### src/rtl/issue_buffer_pkg.sv
// Shared definitions for the in-order issue buffer: packed entry layout,
// control-word bit positions and slot-requirement decoding.
package issue_buffer_pkg;

  localparam int XLEN   = 32;
  localparam int CTRL_W = 8;
  localparam int REG_W  = 5;

  // Control-word bit positions
  localparam int CTRL_ISSUE_PRI  = 0;
  localparam int CTRL_ISSUE_SLOT = 1;
  localparam int CTRL_REGWRITE   = 2;
  localparam int CTRL_RS1_ACTIVE = 3;
  localparam int CTRL_RS2_ACTIVE = 4;

  // Register specifiers sit at their RISC-V positions in the instruction word
  localparam int INST_RD_LSB  = 7;
  localparam int INST_RS1_LSB = 15;
  localparam int INST_RS2_LSB = 20;

  typedef struct packed {
    logic [XLEN-1:0]   pc;
    logic [XLEN-1:0]   pred_tgt;
    logic              pred;
    logic [CTRL_W-1:0] ctrl;
    logic [XLEN-1:0]   inst;
  } entry_t;

  localparam int ENTRY_W  = $bits(entry_t);
  localparam int OFF_INST = 0;
  localparam int OFF_CTRL = OFF_INST + XLEN;
  localparam int OFF_PRED = OFF_CTRL + CTRL_W;
  localparam int OFF_TGT  = OFF_PRED + 1;
  localparam int OFF_PC   = OFF_TGT + XLEN;

  typedef enum logic [1:0] {
    REQ_ANY = 2'd0,
    REQ_P0  = 2'd1,
    REQ_P1  = 2'd2
  } slot_req_t;

  function automatic slot_req_t slot_req(input logic [CTRL_W-1:0] ctrl);
    if (!ctrl[CTRL_ISSUE_PRI]) return REQ_ANY;
    return ctrl[CTRL_ISSUE_SLOT] ? REQ_P1 : REQ_P0;
  endfunction

  function automatic logic [REG_W-1:0] inst_rd(input logic [XLEN-1:0] inst);
    return inst[INST_RD_LSB +: REG_W];
  endfunction

  function automatic logic [REG_W-1:0] inst_rs1(input logic [XLEN-1:0] inst);
    return inst[INST_RS1_LSB +: REG_W];
  endfunction

  function automatic logic [REG_W-1:0] inst_rs2(input logic [XLEN-1:0] inst);
    return inst[INST_RS2_LSB +: REG_W];
  endfunction

endpackage

### src/rtl/issue_buffer_steer.sv
// Pair-issue decision for the two oldest entries: which issue, on which pipe,
// and how many leave the queue.
module issue_steer
  import issue_buffer_pkg::*;
(
  input  entry_t     a,
  input  entry_t     b,
  input  logic       a_valid,
  input  logic       b_valid,
  input  logic       flush,
  output logic [1:0] iss_valid,
  output logic       swap,
  output logic [1:0] deq_count,
  output entry_t     pipe0_entry,
  output entry_t     pipe1_entry
);

  slot_req_t req_a;
  slot_req_t req_b;
  logic      dep_rs1;
  logic      dep_rs2;
  logic      dep;
  logic      same_pipe;

  assign req_a = slot_req(a.ctrl);
  assign req_b = slot_req(b.ctrl);

  // x0 never carries a value, so reading it cannot create a hazard
  assign dep_rs1 = b.ctrl[CTRL_RS1_ACTIVE] && (inst_rs1(b.inst) != '0)
                   && (inst_rs1(b.inst) == inst_rd(a.inst));
  assign dep_rs2 = b.ctrl[CTRL_RS2_ACTIVE] && (inst_rs2(b.inst) != '0)
                   && (inst_rs2(b.inst) == inst_rd(a.inst));
  assign dep     = a.ctrl[CTRL_REGWRITE] && (dep_rs1 || dep_rs2);

  assign same_pipe = (req_a != REQ_ANY) && (req_a == req_b);

  always_comb begin
    iss_valid = 2'b00;
    swap      = 1'b0;
    deq_count = 2'd0;
    if (!flush && a_valid) begin
      if (b_valid && !dep && !same_pipe) begin
        iss_valid = 2'b11;
        deq_count = 2'd2;
        swap      = (req_a == REQ_P1) || (req_b == REQ_P0);
      end else begin
        deq_count = 2'd1;
        if (req_a == REQ_P1) begin
          iss_valid = 2'b10;
          swap      = 1'b1;
        end else begin
          iss_valid = 2'b01;
        end
      end
    end
  end

  assign pipe0_entry = swap ? b : a;
  assign pipe1_entry = swap ? a : b;

endmodule

### src/rtl/issue_buffer.sv
// In-order dual-issue queue between decode and the two execute pipes.
// Circular storage with explicit occupancy count; head pair is steered each cycle.
module issue_buffer
  import issue_buffer_pkg::*;
#(
  parameter int DEPTH = 8
) (
  input  logic                 clock_i,
  input  logic                 reset_i,
  input  logic                 flush_i,
  input  logic [1:0]           enq_valid_i,
  input  logic [2*ENTRY_W-1:0] enq_entry_i,
  output logic                 enq_ready_o,
  input  logic                 iss_ready_i,
  output logic [1:0]           iss_valid_o,
  output logic [2*ENTRY_W-1:0] iss_entry_o,
  output logic                 iss_swap_o,
  output logic [$clog2(DEPTH):0] count_o
);

  localparam int PW = $clog2(DEPTH);
  localparam int CW = PW + 1;

  entry_t         mem [DEPTH];
  logic [PW-1:0]  head;
  logic [PW-1:0]  tail;
  logic [CW-1:0]  count;

  entry_t         lane0;
  entry_t         lane1;
  logic           enq_fire;
  logic [CW-1:0]  enq_count;
  logic [CW-1:0]  commit_count;

  entry_t         cand_a;
  entry_t         cand_b;
  logic [1:0]     deq_count;
  entry_t         pipe0_entry;
  entry_t         pipe1_entry;

  assign lane0 = entry_t'(enq_entry_i[ENTRY_W-1:0]);
  assign lane1 = entry_t'(enq_entry_i[2*ENTRY_W-1:ENTRY_W]);

  // Ready ignores this cycle's dequeue so it stays off the issue path
  assign enq_ready_o = (count <= CW'(DEPTH - 2));
  assign enq_fire    = enq_ready_o && enq_valid_i[0] && !flush_i;
  assign enq_count   = !enq_fire ? '0 : (enq_valid_i[1] ? CW'(2) : CW'(1));

  assign cand_a = mem[head];
  assign cand_b = mem[head + PW'(1)];

  issue_steer u_steer (
    .a           (cand_a),
    .b           (cand_b),
    .a_valid     (count >= CW'(1)),
    .b_valid     (count >= CW'(2)),
    .flush       (flush_i),
    .iss_valid   (iss_valid_o),
    .swap        (iss_swap_o),
    .deq_count   (deq_count),
    .pipe0_entry (pipe0_entry),
    .pipe1_entry (pipe1_entry)
  );

  assign commit_count = iss_ready_i ? CW'(deq_count) : '0;
  assign iss_entry_o  = {pipe1_entry, pipe0_entry};
  assign count_o      = count;

  always_ff @(posedge clock_i or posedge reset_i) begin
    if (reset_i) begin
      head  <= '0;
      tail  <= '0;
      count <= '0;
    end else if (flush_i) begin
      head  <= '0;
      tail  <= '0;
      count <= '0;
    end else begin
      head  <= head + PW'(commit_count);
      tail  <= tail + PW'(enq_count);
      count <= count + enq_count - commit_count;
    end
  end

  // Payload storage is deliberately left unreset; count qualifies every read
  always_ff @(posedge clock_i) begin
    if (enq_fire) begin
      mem[tail] <= lane0;
      if (enq_valid_i[1]) begin
        mem[tail + PW'(1)] <= lane1;
      end
    end
  end

endmodule

### config.mk
export PLATFORM = sky130hd
export DESIGN_NAME = issue_buffer
export DESIGN_NICKNAME = d
export VERILOG_FILES = /design/src/rtl/issue_buffer_pkg.sv /design/src/rtl/issue_buffer_steer.sv /design/src/rtl/issue_buffer.sv
export SDC_FILE = /design/constraint.sdc
export NUM_CORES = 2
export LEC_CHECK = 0
export CAP_MARGIN = 20
export CORE_UTILIZATION = 62
export CTS_CLUSTER_DIAMETER = 50
export DETAILED_ROUTE_END_ITERATION = 16
export PLACE_DENSITY = 0.89
export SLEW_MARGIN = 0
export SYNTH_ARGS = -nofsm -noshare
export SYNTH_HDL_FRONTEND = slang
export SYNTH_SLANG_ARGS = --single-unit
### constraint.sdc
create_clock -name clock_i -period 15.25 [get_ports clock_i]
set_input_delay 2.2875 -clock clock_i [delete_from_list [all_inputs] [get_ports clock_i]]
set_output_delay 2.2875 -clock clock_i [all_outputs]
set_load 0.01 [all_outputs]
=== Word level (Yosys, flattened, before mapping) ===
Memories as Yosys holds them, arrays and structs flattened.
Cells that the tools add are included.
W data, S select, Z words.

* Output and inout bits: 218
* Memories kept: 1
* Register bits after elaboration: 10
* Input bits: 216
* Word-level logic and storage cells: 62
* RAM bits: 840

{| class="wikitable"
|+ Memory list
! name !! words !! width !! read ports !! clocked after Yosys merged registers in !! write ports !! RTL line !! source
|-
| mem || 8 || 105 || 2 || 0 || 2 || issue_buffer.sv:24 || <nowiki>entry_t mem [DEPTH];</nowiki>
|}

* Reductions and logical operators: 19
* Equality and inequality tests: 5
* Add/subtract/negate cells: 6
* Multiplexer cells: 25
* Order comparisons: 3

{| class="wikitable"
|+ Operators with widths
! operator !! number
|-
| $mux W105 || 2
|-
| $mux W2 || 12
|-
| $logic_and A1 B1 Y1 || 11
|-
| $eq A5 B5 Y1 || 2
|-
| $reduce_bool A5 Y1 || 2
|-
| $mux W1 || 8
|-
| $add A3 B1 Y3 const B || 2
|-
| $add A3 B2 Y3 || 2
|-
| $mux W3 || 2
|-
| $add A4 B2 Y4 || 1
|-
| $ge A4 B1 Y1 const B || 1
|-
| $ge A4 B2 Y1 const B || 1
|-
| $le A4 B3 Y1 const B || 1
|-
| $mux W4 || 1
|-
| $sub A4 B2 Y4 || 1
|-
| $logic_not A1 Y1 || 3
|-
| $eq A2 B1 Y1 const B || 1
|-
| $eq A2 B2 Y1 || 1
|-
| $eq A2 B2 Y1 const B || 1
|-
| $logic_or A1 B1 Y1 || 2
|-
| $reduce_bool A2 Y1 || 1
|}

=== Longest topological paths before layout ===
An unclocked memory read counts as a cell.

* Word-level depth: 15
* Gate-level depth with buffers: 19
* Mapped depth without buffers: 15

=== Hierarchy ===
A second synthesis with hierarchy kept.

* Cells, all modules: 4145
* Area total of the unflattened synthesis: 58084.5 um2

{| class="wikitable"
|+ Modules (own cells, without submodules)
! module !! times used !! area an instance (um2) !! cells an instance !! seq. area each (um2)
|-
| issue_buffer || 1 || 48730.5 || 2630 || 25474.4
|-
| issue_steer || 1 || 9354.0 || 1515 || 0.0
|}

=== Least setup slack after synthesis ===
Ideal clock, no wire load.

* Path kind: input-to-reg
* Start: in flush_i
* End: mem mem[4][0] (netlist name) (enable)
* Path slack: 4.163 ns
* Stages: 3
* Data arrival time: 10.364 ns
* Buffers on the path: 0
* Setup time: 0.723 ns
* Required time: 14.527 ns
* Cells stage by stage: and3b_1 -> nand2_1 -> o31ai_1

{| class="wikitable"
|+ RTL lines
! what !! RTL line !! source
|-
| start, declared || issue_buffer.sv:10 || <nowiki>input logic flush_i,</nowiki>
|-
| end, declared || issue_buffer.sv:24 ||
|}

=== Worst setup path after layout ===
* Start: reg head[0]
* End: out iss_entry_o[208]

* Longest elaborated chain between the ends: 13
* Elaborated cells on any way between the ends: 30
* Classes of those cells: add/sub (1); eq/ne (5); mux (8); reduce/logical (15); memory (1)

{| class="wikitable"
|+ RTL lines
! what !! RTL line !! source
|-
| start, declared || issue_buffer.sv:25 || <nowiki>logic [PW-1:0] head;</nowiki>
|-
| start signal, assigned || issue_buffer.sv:79 || <nowiki>head <= head + PW'(commit_count);</nowiki>
|-
| $add A3 B1 Y3 || issue_buffer.sv:50 || <nowiki>assign cand_b = mem[head + PW'(1)];</nowiki>
|-
| $mem_v2 Z8 W105 (*) || n/a ||
|-
| $reduce_bool A5 Y1 (on tied branches) || issue_buffer_steer.sv:29, issue_buffer_steer.sv:31 ||
|-
| $logic_and A1 B1 Y1 (on tied branches) || issue_buffer_steer.sv:29, issue_buffer_steer.sv:31 ||
|-
| $logic_and A1 B1 Y1 (on tied branches) || issue_buffer_steer.sv:30, issue_buffer_steer.sv:32 ||
|-
| $logic_or A1 B1 Y1 || issue_buffer_steer.sv:33 || <nowiki>assign dep = a.ctrl[CTRL_REGWRITE] && (dep_rs1 || dep_rs2);</nowiki>
|-
| $logic_and A1 B1 Y1 || issue_buffer_steer.sv:33 ||
|-
| $logic_not A1 Y1 || issue_buffer_steer.sv:42 || <nowiki>if (b_valid && !dep && !same_pipe) begin</nowiki>
|-
| $logic_and A1 B1 Y1 (2 in series) || issue_buffer_steer.sv:42 ||
|-
| $mux W1 || issue_buffer_steer.sv:42 ||
|-
| $mux W1 || issue_buffer_steer.sv:41 || <nowiki>if (!flush && a_valid) begin</nowiki>
|-
| $mux W105 (*) || issue_buffer_steer.sv:59 || <nowiki>assign pipe1_entry = swap ? a : b;</nowiki>
|-
| end, declared || issue_buffer.sv:16 || <nowiki>output logic [2*ENTRY_W-1:0] iss_entry_o,</nowiki>
|}

Mark *: on every way between the ends. The rest lies on a longest branch, timed or not.

==> flow_summary.ini <==
[clock_tree]
cts_tree = done
cts_buffer_depth = 3
clk_pin_slew_ns = 0.06
worstSkewPairLatency_ns = 0.68
cts_root_buf = clkbuf_16
cts-resized-gates = 0
cts_num_sinks = 850
hold_buffers = 0
cts_buffers = 95
htree_levels = 3
postCtsSetupRepairBufs = 0

[placement]
placed_cell_area_um2 = 63000
portBuffers = 433
place_ws_ns = 5.14
dpl.cell_count = 5676
globalplace.congestion = 0.937
place_hpwl_mm = 108

[synthesis]
synth_edf_count = 840
yosysWarnings = 0
seq_area_frac_synth_pct = 43.6
netlist_area_um2 = 58400
ys_ff_latch = 850
synthesis.nets = 4613
syn_inst = 4382
synthFlopType = edfxtp_1
synth.distinct_cells = 68
syn_area_per_cell_um2 = 13.3
synthArstFlopShare_pct = 1.18

[finish]
nFillCells = 5804
nets = 4754
layout_commonest_cell = mux2_2
design_area_um2 = 66400
drive_gt1_share_pct = 35.1
stdcell_count = 5896
final_cell_mix = mux2_2, edfxtp_1, clkdlybuf4s50_1, mux4_2, nor3_1
area_growth_pct = 13.8

[power_and_ir_drop]
power_mw = 10.1
power_density_nw_per_um2 = 152
leakagePower_nw = 21.2
ir_drop_mv = 0.117

[worst_setup_path]
end_kind = output pin
r2r_start = head[0]
crit_family = buffers and inverters
reg2reg_setup_slack_ns = 7.90
startpoint_type = register
crit_type = reg2out
crit_slowest_cell = ha_4
crit_chain = ha_4, buf_4, mux4_2, xor2_1, a221o_1, a221o_1, or4_1, nand2_8, buf_4, a311oi_1, clkdlybuf4s50_1
cpPeakStageDelay_ns = 1.02
regToRegEndpoint = count_o[3]
crit_buf_inv = 3
critPathMaxFanout = 99
cp.arrival_ns = 8.63
reg2regPathDepth = 16
cp_data_required_time_ns = 12.96

[timing]
min_period_ns = 10.92
relSlewSlack_pct = 21.2
finalSetupViolations = 0
setup_ws_ns = 4.33
max_freq_ghz = 0.0916
finalSetupTns_ns = 0
final-hold-violation-count = 0
rsz0062_at_grt = false
skew_ns = 0.0229
slew_violations = 0
worst_slew_pin_slew_ns = 1.18
period_share_pct = 71.6

[worst_hold_path]
hold_start = tail[2]
holdPathStages = 2
hold_path_class = reg2reg
min_to = tail[2]

[global_routing]
grt_use_total_pct = 37.7
antenna_found_initial = 41
grt_pass1_vias = 42721
grt_overflow = 0
grt_pass1_wl_mm = 271
grt_max_degree = 244

[routing]
drt.antenna.violating_nets = 0
drt_iter0_drc = 7557
vias = 44353
via_per_inst = 7.52
remaining_drc_errors = 0
drt_pass1_iterations = 8
routedWlPerCell_um = 31.2
routed_wl_mm = 184

[die]
io_pins = 434
die_height_um = 309
die_w_um = 309
floorplan.initialDensity_pct = 62.5
rows = 112
dieArea_um2 = 95400
core_um2 = 93300

[run]
max_cap_viol_count = 0

[outcome]
status = complete, no violations
## worst max-delay path by stage
stage,cells past startpoint,to,slack [ns],from
floorplan,3,mem[4][0],4.16,flush_i
global placement,11,iss_entry_o[208],5.24,head[0]
detailed placement,11,iss_entry_o[208],5.14,head[0]
CTS,11,iss_entry_o[208],4.43,head[0]
global route,12,iss_entry_o[208],4.00,head[0]
finish,11,iss_entry_o[208],4.33,head[0]
## synth_stat cells (all sizes together) (18+ instances only)
cell type | n | area share, %
mux2 | 849 | 16
edfxtp | 840 | 43
mux4 | 415 | 16
clkbuf | 283 | 1.8
nor3 | 231 | 2.0
mux2i | 214 | 3.7
nand3 | 211 | 1.8
nand2 | 208 | 1.3
a21oi | 202 | 1.7
and3 | 185 | 2.0
o21ai | 182 | 1.6
a311oi | 180 | 3.6
buf | 180 | 1.9
nor2 | 30 | 0.21
o221ai | 18 | 0.27
## worst min-delay path, stage by stage, from the launching register on
cell and delay [ns]:
dfrtp_1 0.46, xnor2_1 0.15, nor2_1 0.04
## through the flow
step	hold WS [ns]	util (%)
3_5_place_dp	0.671	67.5
3_3_place_gp	0.625	67.5
4_1_cts	0.681	71.0
5_1_grt	0.710	71.2
6_report	0.685	71.2
2_1_floorplan	0.593	-
## cells by family (layout without fill, tap and decap cells)
logic type,Yosys count,after routing,synth area share [%]
adder cells (fa/ha/maj),15,15,0.373
multiplexers,1478,1478,36.1
AND/OR/NAND/NOR,894,894,7.65
XOR/XNOR,18,18,0.283
AO/OA/AOI/OAI,649,649,8.18
other,0,41,0
buffers and inverters,478,697,3.80
flip-flops,850,850,43.6
## layout make-up
cell class	count	area (um^2)	share of cell area [%]
multi-input cells	3054	30900	46.6
flip-flops and latches	850	25500	38.4
repair buffers	507	5000	7.53
clock buffers	109	2490	3.75
well taps	1254	1570	2.36
clock inverters	66	793	1.19
diodes	41	103	0.154
inverters	15	56.3	0.0847
## per-layer routing
layer | wire [um] | part of all wire [%] | track usage, %
met1 | 63600 | 35 | 49.3
met2 | 86500 | 47 | 58.9
met3 | 24400 | 13 | 10.0
met4 | 8950 | 4.9 | 18.3
met5 | 186 | 0.10 | 0
## sequential cells by signal, summed over array words and instances (netlist names)
name / flops
head: 3
tail: 3
count_o: 4
mem: 840
## power by group
| part | switching, mW | leakage, nW | internal (mW) |
|---|---|---|---|
| registers | 0.0628 | 7.72 | 2.67 |
| logic | 2.71 | 11.9 | 2.24 |
| clock network | 0.994 | 1.60 | 1.42 |
| total | 3.77 | 21.2 | 6.33 |
Power figures use the tool's default switching activity.
